**config.mk**
```make
export PLATFORM = sky130hd
export DESIGN_NAME = if_fetch
export DESIGN_NICKNAME = d
export VERILOG_FILES = /design/src/rtl/if_fetch_pkg.sv /design/src/rtl/fetch_skid_buf.sv /design/src/rtl/if_fetch.sv
export SDC_FILE = /design/constraint.sdc
export NUM_CORES = 1
export LEC_CHECK = 0
export CAP_MARGIN = 20
export CORE_MARGIN = 1.5
export CORE_UTILIZATION = 55
export CTS_CLUSTER_DIAMETER = 40
export DETAILED_ROUTE_END_ITERATION = 10
export HOLD_SLACK_MARGIN = 0.15
export PLACE_DENSITY = 0.92
export REMOVE_ABC_BUFFERS = 1
export SYNTH_ARGS = -nofsm -noshare
export SYNTH_HDL_FRONTEND = slang
export SYNTH_SLANG_ARGS = --single-unit
```
**constraint.sdc**
```tcl
create_clock -name clk -period 4 [get_ports clk]
set_input_delay 0.6 -clock clk [delete_from_list [all_inputs] [get_ports clk]]
set_output_delay 0.6 -clock clk [all_outputs]
set_load 0.01 [all_outputs]
```
**src/rtl/if_fetch_pkg.sv**
```systemverilog
// ---------------------------------------------------------------------------
// if_fetch_pkg
// Shared definitions for the MIPS instruction-fetch stage: default reset PC,
// NOP encoding, fetch FSM state type, skid-buffer entry width and the PC
// increment helper.
// ---------------------------------------------------------------------------
package if_fetch_pkg;

   localparam logic [31:0] RESET_PC_DEFAULT = 32'h0000_0000;
   localparam logic [31:0] NOP_INSTR        = 32'h0000_0000;

   // One buffered fetch result: {instruction, fetch address + 4}
   localparam int ENTRY_W = 64;

   typedef enum logic [1:0] {
      IDLE    = 2'd0,
      WAIT    = 2'd1,
      DISCARD = 2'd2
   } fetch_state_t;

   // Sequential fetch address; wraps modulo 2^32
   function automatic logic [31:0] next_word(input logic [31:0] addr);
      return addr + 32'd4;
   endfunction

endpackage

```
**src/rtl/fetch_skid_buf.sv**
```systemverilog
// ---------------------------------------------------------------------------
// fetch_skid_buf
// One-entry holding register for a fetch result that returns while the IF/ID
// output register is stalled.
// Ports:
//   clk, reset     clock, synchronous active-low reset
//   load           capture data_in (wins over unload: refill in same cycle)
//   unload         entry consumed by the output register
//   clear          drop the entry (redirect); highest priority after reset
//   data_in        {instr, pc4} to capture
//   data_out       stored {instr, pc4}
//   full           entry present
// ---------------------------------------------------------------------------
module fetch_skid_buf
   import if_fetch_pkg::*;
(
   input  logic               clk,
   input  logic               reset,
   input  logic               load,
   input  logic               unload,
   input  logic               clear,
   input  logic [ENTRY_W-1:0] data_in,
   output logic [ENTRY_W-1:0] data_out,
   output logic               full
);

   logic [ENTRY_W-1:0] data_reg;
   logic               full_reg;

   always_ff @(posedge clk) begin
      if (!reset) begin
         data_reg <= '0;
         full_reg <= 1'b0;
      end else if (clear) begin
         full_reg <= 1'b0;
      end else if (load) begin
         data_reg <= data_in;
         full_reg <= 1'b1;
      end else if (unload) begin
         full_reg <= 1'b0;
      end
   end

   assign data_out = data_reg;
   assign full     = full_reg;

endmodule

```
**src/rtl/if_fetch.sv**
```systemverilog
// ---------------------------------------------------------------------------
// if_fetch
// Instruction-fetch stage: owns the PC, requests instructions over a req/ack
// handshake and presents {instr, pc+4} to the IF/ID register. Stalls hold the
// output register; one return arriving during a stall lands in a skid buffer.
// Branch/jump redirects flush IF/ID and squash any in-flight fetch.
// Ports:
//   clk, reset                     clock, synchronous active-low reset
//   stall                          IF/ID does not load this cycle
//   branch_taken, branch_target    branch redirect pulse and address
//   jump, jump_target              jump redirect pulse and address (priority)
//   imem_req, imem_addr            registered request / address to memory
//   imem_ack, imem_rdata           completion and instruction word
//   instr_out, pc4_out             fetched instruction and its address + 4
//   valid_out                      output register holds a valid instruction
//   flush_out                      one-cycle IF/ID clear after a redirect
// ---------------------------------------------------------------------------
module if_fetch
   import if_fetch_pkg::*;
#(
   parameter logic [31:0] RESET_PC = RESET_PC_DEFAULT
) (
   input  logic        clk,
   input  logic        reset,
   input  logic        stall,
   input  logic        branch_taken,
   input  logic [31:0] branch_target,
   input  logic        jump,
   input  logic [31:0] jump_target,
   output logic        imem_req,
   output logic [31:0] imem_addr,
   input  logic        imem_ack,
   input  logic [31:0] imem_rdata,
   output logic [31:0] instr_out,
   output logic [31:0] pc4_out,
   output logic        valid_out,
   output logic        flush_out
);

   fetch_state_t state_reg, state_next;
   logic [31:0]  pc_reg, pc_next;
   logic         req_reg, req_next;
   logic [31:0]  addr_reg, addr_next;
   logic [31:0]  instr_reg, instr_next;
   logic [31:0]  pc4_reg, pc4_next;
   logic         valid_reg, valid_next;
   logic         flush_reg, flush_next;

   logic               redirect;
   logic [31:0]        redirect_target;
   logic               transfer;
   logic               out_free;
   logic               ack_live;
   logic               fetch_ack;
   logic [31:0]        ack_pc4;
   logic               skid_load, skid_unload, skid_clear;
   logic               skid_full, skid_empty_next;
   logic [ENTRY_W-1:0] skid_data;

   fetch_skid_buf u_skid (
      .clk      (clk),
      .reset    (reset),
      .load     (skid_load),
      .unload   (skid_unload),
      .clear    (skid_clear),
      .data_in  ({imem_rdata, ack_pc4}),
      .data_out (skid_data),
      .full     (skid_full)
   );

   assign redirect        = jump | branch_taken;
   assign redirect_target = jump ? jump_target : branch_target;
   assign transfer        = valid_reg & ~stall;
   assign out_free        = ~valid_reg | transfer;
   // An ack only counts while a request is outstanding; stray acks in IDLE
   // (e.g. from a transaction abandoned by reset) are ignored.
   assign ack_live        = imem_ack & req_reg & (state_reg != IDLE);
   assign fetch_ack       = ack_live & (state_reg == WAIT);
   assign ack_pc4         = next_word(addr_reg);

   // Output register and skid buffer steering
   always_comb begin
      instr_next  = instr_reg;
      pc4_next    = pc4_reg;
      valid_next  = valid_reg;
      skid_load   = 1'b0;
      skid_unload = 1'b0;
      skid_clear  = 1'b0;

      if (redirect) begin
         valid_next = 1'b0;
         skid_clear = 1'b1;
      end else if (out_free) begin
         if (skid_full) begin
            // Buffered entry is older than any return this cycle
            {instr_next, pc4_next} = skid_data;
            valid_next  = 1'b1;
            skid_unload = 1'b1;
            skid_load   = fetch_ack;
         end else if (fetch_ack) begin
            instr_next = imem_rdata;
            pc4_next   = ack_pc4;
            valid_next = 1'b1;
         end else begin
            valid_next = 1'b0;
         end
      end else begin
         skid_load = fetch_ack;
      end
   end

   assign skid_empty_next = skid_clear | (~skid_load & (~skid_full | skid_unload));

   // Fetch FSM: PC and request generation
   always_comb begin
      state_next = state_reg;
      pc_next    = pc_reg;
      req_next   = req_reg;
      addr_next  = addr_reg;
      flush_next = redirect;

      case (state_reg)
         IDLE: begin
            if (redirect) begin
               pc_next = redirect_target;
            end else if (!skid_full) begin
               req_next   = 1'b1;
               addr_next  = pc_reg;
               state_next = WAIT;
            end
         end
         WAIT: begin
            if (ack_live) begin
               if (redirect) begin
                  pc_next    = redirect_target;
                  req_next   = 1'b0;
                  state_next = IDLE;
               end else begin
                  pc_next = ack_pc4;
                  if (skid_empty_next) begin
                     // Back-to-back request keeps one instruction per cycle
                     req_next  = 1'b1;
                     addr_next = ack_pc4;
                  end else begin
                     req_next   = 1'b0;
                     state_next = IDLE;
                  end
               end
            end else if (redirect) begin
               // Address must stay put until the outstanding ack arrives
               pc_next    = redirect_target;
               state_next = DISCARD;
            end
         end
         DISCARD: begin
            if (ack_live) begin
               if (redirect) begin
                  pc_next    = redirect_target;
                  req_next   = 1'b0;
                  state_next = IDLE;
               end else begin
                  req_next   = 1'b1;
                  addr_next  = pc_reg;
                  state_next = WAIT;
               end
            end else if (redirect) begin
               pc_next = redirect_target;
            end
         end
         default: begin
            req_next   = 1'b0;
            state_next = IDLE;
         end
      endcase
   end

   always_ff @(posedge clk) begin
      if (!reset) begin
         state_reg <= IDLE;
         pc_reg    <= RESET_PC;
         req_reg   <= 1'b0;
         addr_reg  <= RESET_PC;
         instr_reg <= NOP_INSTR;
         pc4_reg   <= 32'h0;
         valid_reg <= 1'b0;
         flush_reg <= 1'b0;
      end else begin
         state_reg <= state_next;
         pc_reg    <= pc_next;
         req_reg   <= req_next;
         addr_reg  <= addr_next;
         instr_reg <= instr_next;
         pc4_reg   <= pc4_next;
         valid_reg <= valid_next;
         flush_reg <= flush_next;
      end
   end

   assign imem_req  = req_reg;
   assign imem_addr = addr_reg;
   assign instr_out = instr_reg;
   assign pc4_out   = pc4_reg;
   assign valid_out = valid_reg;
   assign flush_out = flush_reg;

endmodule

```
* Word-level counts from Yosys, hierarchy flattened *
Index checks and enable logic that the tools add are counted.

cells by class
  add/subtract/negate cells = 1
  multipliers = 0
  divide/modulo/power cells = 0
  magnitude comparators = 0
  equality and inequality tests = 11
  shifts and indexed selects = 0
  muxes and demuxes = 45
  bitwise gates (word level) = 16
  reduce and logical (&&, ||, !) cells = 14

operators with widths
  cell                   count
  $mux 32                15
  $pmux 32 s3            1
  $pmux 32 s2            1
  $add 32x3->32 const B  1
  $mux 1                 19
  $mux 2                 7
  $ne 2x2->1 const B     7
  $reduce_and 8->1       1
  $reduce_bool 2->1      4
  $not 1->1              7
  $ne 3x3->1 const B     2
  $pmux 2 s3             1
  $reduce_or 2->1        3
  $and 1x1->1            5
  $reduce_and 5->1       1
  $or 1x1->1             4
  $reduce_and 4->1       1
  $pmux 1 s3             1
  $reduce_and 3->1       1
  $reduce_bool 3->1      1
  $eq 2x1->1 const B     1
  $eq 2x2->1 const B     1
  $logic_not 2->1        1
  $reduce_and 2->1       1

storage, ports and cells
  flip-flop bits (word level) = 198
  latch bits = 0
  RAM bits = 0
  bits in read-only memories = 0
  bits of input ports = 102
  output and inout port bits = 99
  word-level logic and storage cells = 97
  memories kept = 0

* Longest topological paths before layout *
Gate-level depths: netlist of the first run.

  word-level depth = 13
  mapped depth = 8
  gate-level depth less buffers = 6

* Cells and area by module *
Synthesis of the first run repeated with hierarchy kept, for this count alone.

second synthesis, totals
  cell total of the unflattened synthesis = 1,157
  area, all modules = 9,771.9 sq um

modules (own cells, without submodules)
  module          instances  cells an instance  area an instance (sq um)
  if_fetch        1          875                7,101.8
  fetch_skid_buf  1          282                2,670.1

* Worst setup path before layout of the first run *
No wires, ideal clock.

  kind = in2reg
  start point = in imem_ack
  end point = reg u_skid.data_reg[10] (netlist: u_skid.data_out[10])
  library setup time = 132 ps
  arrival time = 1,920 ps
  required time = 3,868 ps
  setup slack = 1,948 ps
  stages on the path = 7
  path through = clkbuf_1 nand4b_1 or3_1 clkbuf_1 clkbuf_1 nor2_1 nor3_1

on the way
  cells in the longest elaborated chain, start to end = 7

ends and longest elaborated chain
  what                                 RTL line              source
  from (decl)                          if_fetch.sv:32        input logic imem_ack,
  $and 1x1->1 * (2 in series)          if_fetch.sv:77        assign ack_live = imem_ack & req_reg & (state_reg != IDLE);
  $and 1x1->1 *                        if_fetch.sv:78        assign fetch_ack = ack_live & (state_reg == WAIT);
  $mux 1                               if_fetch.sv:94        if (skid_full) begin
  $mux 1 *                             if_fetch.sv:93        end else if (out_free) begin
  $mux 1 *                             if_fetch.sv:90        if (redirect) begin
  $reduce_and 2->1 (no source line) *  n/a
  to (signal assigned)                 fetch_skid_buf.sv:37  data_reg <= data_in;
  to (decl)                            fetch_skid_buf.sv:27  logic [ENTRY_W-1:0] data_reg;

Mark *: on every way between the ends. The rest lies on a longest branch, timed or not.
A chain may end at the register's enable or synchronous reset.

* Worst setup path in the final report of the first run *
  start point = in imem_ack
  end point = reg u_skid.data_reg[2] (netlist: u_skid.data_out[2])

Same word-level chain as after synthesis.

==> results of run 1 <==
worst max path at each step:
| stage | end | startpoint | cells after the start |
|---|---|---|---|
| 2_1_floorplan | u_skid.data_out[4] | u_skid.full | 3 |
| 3_3_place_gp | u_skid.data_out[2] | imem_ack | 6 |
| 3_5_place_dp | u_skid.data_out[2] | imem_ack | 6 |
| 4_1_cts | u_skid.data_out[2] | imem_ack | 6 |
| 5_1_grt | u_skid.data_out[2] | imem_ack | 6 |
| 6_report | u_skid.data_out[2] | imem_ack | 6 |
through the flow:
| stage | setup WS, ps | std cells | util |
|---|---|---|---|
| 5_1_grt | 1030 | 1511 | 0.721 |
| 4_1_cts | 1160 | 1511 | 0.721 |
| 3_5_place_dp | 785 | 1480 | 0.687 |
| 3_3_place_gp | 826 | 1480 | 0.687 |
| 6_report | 1110 | 1511 | 0.721 |
| 2_1_floorplan | -1280 | 1042 | - |
layer usage:
layer,part of all wire,vias up,global-route usage,wire length (um)
li1,-,4413,-,-
met1,0.41,4421,0.391,11300
met2,0.47,524,0.497,13100
met3,0.091,88,0.0525,2530
met4,0.034,0,0.131,942
met5,0,-,0,0
critical path: cells and delay by family:
kind	cells	cell delay, ps
compound gates	1	120
buf+inv	1	610
simple gates	4	1840
cell families (layout without fill, tap and decap cells):
kind of cell	after synthesis	count (layout)	share of synthesized area
fa+ha+maj	1	1	0.00132
buf+inv	109	256	0.0490
mux	57	57	0.0604
xor+xnor	24	24	0.0222
compound gates	340	340	0.231
flops	198	198	0.419
simple gates	415	415	0.218
placed cells by master (no fill, tap or decap), types with 8 or more instances in the layout:
master and count:
nor2_1 116, and3_1 10, dfxtp_1 197, buf_4 17, xnor2_1 14, mux2i_1 56
a21oi_1 116, o211ai_1 16, o21ai_0 58, o22ai_1 25, nor3_1 24, nand3_1 49
xor2_1 10, nand2b_1 11, o221ai_1 16, clkbuf_16 17, clkdlybuf4s50_1 199, nand2_1 140
a211oi_1 43, o21a_1 8, nand4_1 11
power by group through the flow:
stage | Clock, W | Sequential [W] | Combinational [W]
floorplan | 0 | 0.00210 | 0.000170
global placement | 0 | 0.00210 | 0.000387
detailed placement | 0 | 0.00210 | 0.000397
CTS | 0.00169 | 0.00206 | 0.000401
global route | 0.00178 | 0.00206 | 0.000436
finish | 0.00168 | 0.00206 | 0.000407
cell type report:
class,count,share of cell area
Clock buffer,22,0.0402
Clock inverter,9,0.00748
Inverter,7,0.00239
Multi-Input combinational cell,837,0.420
Sequential cell,198,0.329
Tap cell,220,0.0228
Timing Repair Buffer,218,0.178
==> results.py, run 1 <==
metrics = {
    "timing": {
        "period_share": 0.722,
        "clock_skew_ps": 11.3,
        "rsz0062_at_grt": "no",
        "slew-limit-headroom": 0.285,
        "hold_slack_ps": 451,
        "tns_ps": 0,
        "maxSlewViolCount": 0,
        "min_period_ps": 2890,
        "maxClockFrequency_mhz": 346,
        "worst_pin_slew_ps": 1070,
        "hold_viol": 0,
        "finalSetupViolCount": 0,
    },
    "synth": {
        "yosysTopAreaCellShare": 0.419,
        "ys_seq_area_frac": 0.419,
        "syn_area_per_cell_sq_um": 8.28,
        "synth_cells": 1144,
        "synth_top_area_cell": "dfxtp_1",
        "synth.distinct_cells": 70,
        "synth_seq_cells": 198,
        "ys_warn_count": 0,
        "ys_async_sr_fraction": 0,
        "synth_common_cells": "198 x dfxtp_1, 140 x nand2_1, 116 x a21oi_1, 116 x nor2_1, 64 x clkbuf_1",
        "netlist_top_cells_area": "dfxtp_1 42%, a21oi_1 6.1%, mux2i_1 5.9%",
        "synth_flop_cell": "dfxtp_1",
        "syn_area_sq_um": 9470,
        "synth-edff-count": 0,
        "synth.most_common_cell": "dfxtp_1",
    },
    "critical_path": {
        "reg2reg_to": "u_skid.data_out[2]",
        "r2r_start": "state_reg[0]",
        "crit_required_ps": 4330,
        "r2r_slack_ps": 1170,
        "worstPathArrival_ps": 3210,
        "path_max_fanout": 47,
        "path_cells": "clkdlybuf4s50_1 > nand4b_1 > or3_2 > nand2_1 > o21ai_0 > and2_1",
        "cp_slowest_cell": "or3_2",
        "end_kind": "register",
        "critical_path_class": "input port to register",
        "worstSetupStartpointType": "input port",
        "max_stage_delay_ps": 1000,
        "r2r.worst_path.cells": 5,
    },
    "clocking": {
        "clock_latency_ps": 440,
        "cts_resized": 0,
        "post_cts_buffers": 0,
        "ctsHoldBuffers": 0,
        "htree_levels": 4,
        "cts_buffers": 17,
        "cts.sinks": 198,
        "clockBufferDepth": 2,
        "cts_tree": "built",
        "cts.clk_slew.worst_paths_ps": 70,
        "cts_root_buf": "clkbuf_16",
    },
    "layout": {
        "register_area_sq_um": 3970,
        "largest_reg_flops": 64,
        "antenna_cells": 0,
        "area_growth_pct": 27.2,
        "fillCellCount": 1270,
        "final_layout_size_suffix_gt1_frac": 0.0627,
        "multi_input_area_sq_um": 5060,
        "fin_nets": 1382,
        "final_cell_area_sq_um": 12000,
    },
    "power_and_ir_drop": {
        "seqPwrFrac": 0.496,
        "total_power_w": 0.00415,
        "p_sw_frac": 0.244,
        "power.density_nw_per_um2": 344,
        "switchingPower_w": 0.00101,
        "combPwrFrac": 0.098,
        "p_int_w": 0.00313,
        "clkPwrFrac": 0.406,
        "p_leak_nw": 4.06,
        "ir_drop_v": 0.000324,
    },
    "global_route": {
        "grt.total_usage": 0.302,
        "antenna_found_initial": 0,
        "grt_start_max_net_pins": 86,
        "grt_pass1_wl_um": 44100,
        "grt_remaining_overflow": 0,
        "grt_pass1_vias": 8639,
    },
    "detailed_routing": {
        "drt-initial-drc-count": 820,
        "drtAntennaViolNets": 0,
        "via_per_inst": 6.25,
        "firstDrtPassIters": 6,
        "wirelength_um": 27900,
        "wl_per_cell_um": 18.4,
        "route.detailed.drc": 0,
        "dr_total_vias": 9446,
    },
    "hold_path": {
        "min_path_type": "register to register",
        "whs_path_depth": 2,
        "hold_start": "pc4_out[6]",
        "worstHoldEndpoint": "pc4_out[6]",
    },
    "floorplanning": {
        "die_x_um": 134,
        "io_pins": 201,
        "die_y_um": 134,
        "coreArea_sq_um": 16700,
        "die_area_sq_um": 18000,
        "initial_core_util": 0.567,
        "rows": 47,
    },
    "placed_design": {
        "placed_cell_area_sq_um": 11500,
        "io_buffers": 200,
        "gp_routability_congestion": 0.881,
        "post-dp-hpwl_um": 18500,
    },
    "job": {
        "maxCapViolCount": 0,
    },
    "status": {
        "status": "finished clean",
    },
}
Note: power is estimated with default switching activity, not from simulation.
==> run 2, diff against run 1 <==
- CORE_UTILIZATION: 55 -> 46
- PLACE_DENSITY: 0.92 -> 0.83
- clock period: 4 -> 2.6 ns (I/O delays scaled with it)
==> run 2 against run 1 <==
  * Combinational power up 67%
  * Cell count up 5.8%
  * Count of clock-buffer cells in the layout up 1
  * Utilization down 10 points
  * Sequential cell count unchanged
  * Via count up 0.62%
  * Largest cell class unchanged
  * Largest power group unchanged
==> results.py, run 2 (synthesis gave the netlist of run 1 again) <==
metrics = {
    "critical_path": {
        "r2r.worst_path.cells": 5,
        "path_max_fanout": 12,
        "worstSetupStartpointType": "register",
        "end_kind": "register",
        "critical_path_class": "register to register",
        "crit_end": "pc_reg[24]",
        "crit_required_ps": 2920,
        "crit_start": "imem_addr[4]",
        "r2r_slack_ps": 330,
        "r2r_start": "imem_addr[4]",
        "worstPathArrival_ps": 2590,
        "reg2reg_to": "pc_reg[24]",
    },
    "timing": {
        "maxClockFrequency_mhz": 440,
        "min_period_ps": 2270,
        "hold_slack_ps": 426,
        "slew-limit-headroom": 0.526,
        "worst_pin_slew_ps": 711,
        "hold_viol": 0,
        "tns_ps": 0,
        "period_share": 0.874,
        "rsz0062_at_grt": "no",
        "clock_skew_ps": 15.5,
        "maxSlewViolCount": 0,
        "finalSetupViolCount": 0,
        "setup_slack_ps": 328,
    },
    "detailed_routing": {
        "dr_total_vias": 9505,
        "drt-initial-drc-count": 1023,
        "wirelength_um": 29100,
        "via_per_inst": 5.95,
        "wl_per_cell_um": 18.2,
        "drtAntennaViolNets": 0,
        "route.detailed.drc": 0,
        "firstDrtPassIters": 9,
    },
    "placed_design": {
        "dp_cells": 1566,
        "post-dp-hpwl_um": 20100,
        "gp_routability_congestion": 0.934,
        "pre_cts_ws_ps": 179,
        "io_buffers": 200,
    },
    "global_route": {
        "grt.total_usage": 0.266,
        "grt_pass1_wl_um": 46100,
        "grt_start_max_net_pins": 74,
        "antenna_found_initial": 0,
        "grt_remaining_overflow": 0,
        "grt_pass1_vias": 8817,
    },
    "layout": {
        "area_growth_pct": 32.1,
        "final_layout_size_suffix_gt1_frac": 0.0873,
        "fin_nets": 1418,
        "layout_common_cells": "199 x clkdlybuf4s50_1, 197 x dfxtp_1, 140 x nand2_1",
        "largest_reg_flops": 64,
        "final_cells": 1598,
        "antenna_cells": 0,
        "layout_commonest_cell": "clkdlybuf4s50_1",
    },
    "power_and_ir_drop": {
        "total_power_w": 0.00655,
        "seqPwrFrac": 0.482,
        "power.density_nw_per_um2": 523,
        "p_int_w": 0.00496,
        "ir_drop_v": 0.000417,
        "switchingPower_w": 0.00158,
        "p_leak_nw": 4.29,
        "p_sw_frac": 0.242,
        "clkPwrFrac": 0.414,
        "combPwrFrac": 0.104,
    },
    "floorplanning": {
        "die_area_sq_um": 21500,
        "die_y_um": 146,
        "coreArea_sq_um": 20200,
        "rows": 52,
        "io_pins": 201,
        "die_x_um": 146,
        "initial_core_util": 0.468,
    },
    "job": {
        "maxCapViolCount": 0,
    },
    "status": {
        "status": "finished clean",
    },
    "clocking": {
        "clock_latency_ps": 430,
        "clockBufferDepth": 2,
        "cts_buffers": 17,
        "cts_root_buf": "clkbuf_16",
        "cts.clk_slew.worst_paths_ps": 70,
        "post_cts_buffers": 0,
        "cts_tree": "built",
        "cts.sinks": 198,
        "ctsHoldBuffers": 0,
        "cts_resized": 0,
        "htree_levels": 4,
    },
    "hold_path": {
        "min_path_type": "input port to register",
        "whs_path_depth": 4,
    },
}
[run 2: changes by cell type in the layout (fill, tap and decap cells not counted), sizes merged]
cell	before	now
inv	10	8
bufinv	1	2
clkbuf	22	23
buf	19	55
clkinvlp	2	1
clkinv	3	5
[run 2: how the worst min path moves through the flow]
stage                                   from                  to  slack, ps
final                                  reset       imem_addr[22]        430
after global routing                   reset       imem_addr[22]        420
after CTS                              reset       imem_addr[22]        410
after detailed placement          pc4_out[5]          pc4_out[5]        440
after global placement            pc4_out[5]          pc4_out[5]        440
after floorplan           u_skid.data_out[0]  u_skid.data_out[0]        440
[run 2: final cells by class]
class,count,area [sq um]
Fill cell,1694,7720
Multi-Input combinational cell,837,5060
Sequential cell,198,3970
Timing Repair Buffer,254,2510
Clock buffer,23,489
Tap cell,270,338
Clock inverter,9,116
Inverter,7,28.8
[run 2: power groups by stage]
stage                     logic, W  clock network [W]  registers (W)
after global placement    0.000648                  0        0.00322
after detailed placement  0.000663                  0        0.00322
final                     0.000678            0.00271        0.00316
after floorplan           0.000262                  0        0.00322
after CTS                 0.000669            0.00274        0.00315
after global routing      0.000724            0.00288        0.00316
[run 2: worst max-delay path, cell delays in order (launching register included)]
cell and delay (ps):
dfxtp_1 470, and4_1 450, nand3_2 390, o31a_1 420
nor3_1 300, o41ai_2 120
[run 2: metal layers]
metal,routed length [um],global-route usage
met5,0,0
met4,1240,0.132
met3,2770,0.0609
met2,13300,0.425
met1,11800,0.337
[run 2: stage by stage]
| stage | util | area, sq um |
|---|---|---|
| floorplan | - | 9030 |
| finish | 0.618 | 12500 |
| detailed placement | 0.588 | 11900 |
| global route | 0.618 | 12500 |
| global placement | 0.588 | 11900 |
| CTS | 0.618 | 12500 |
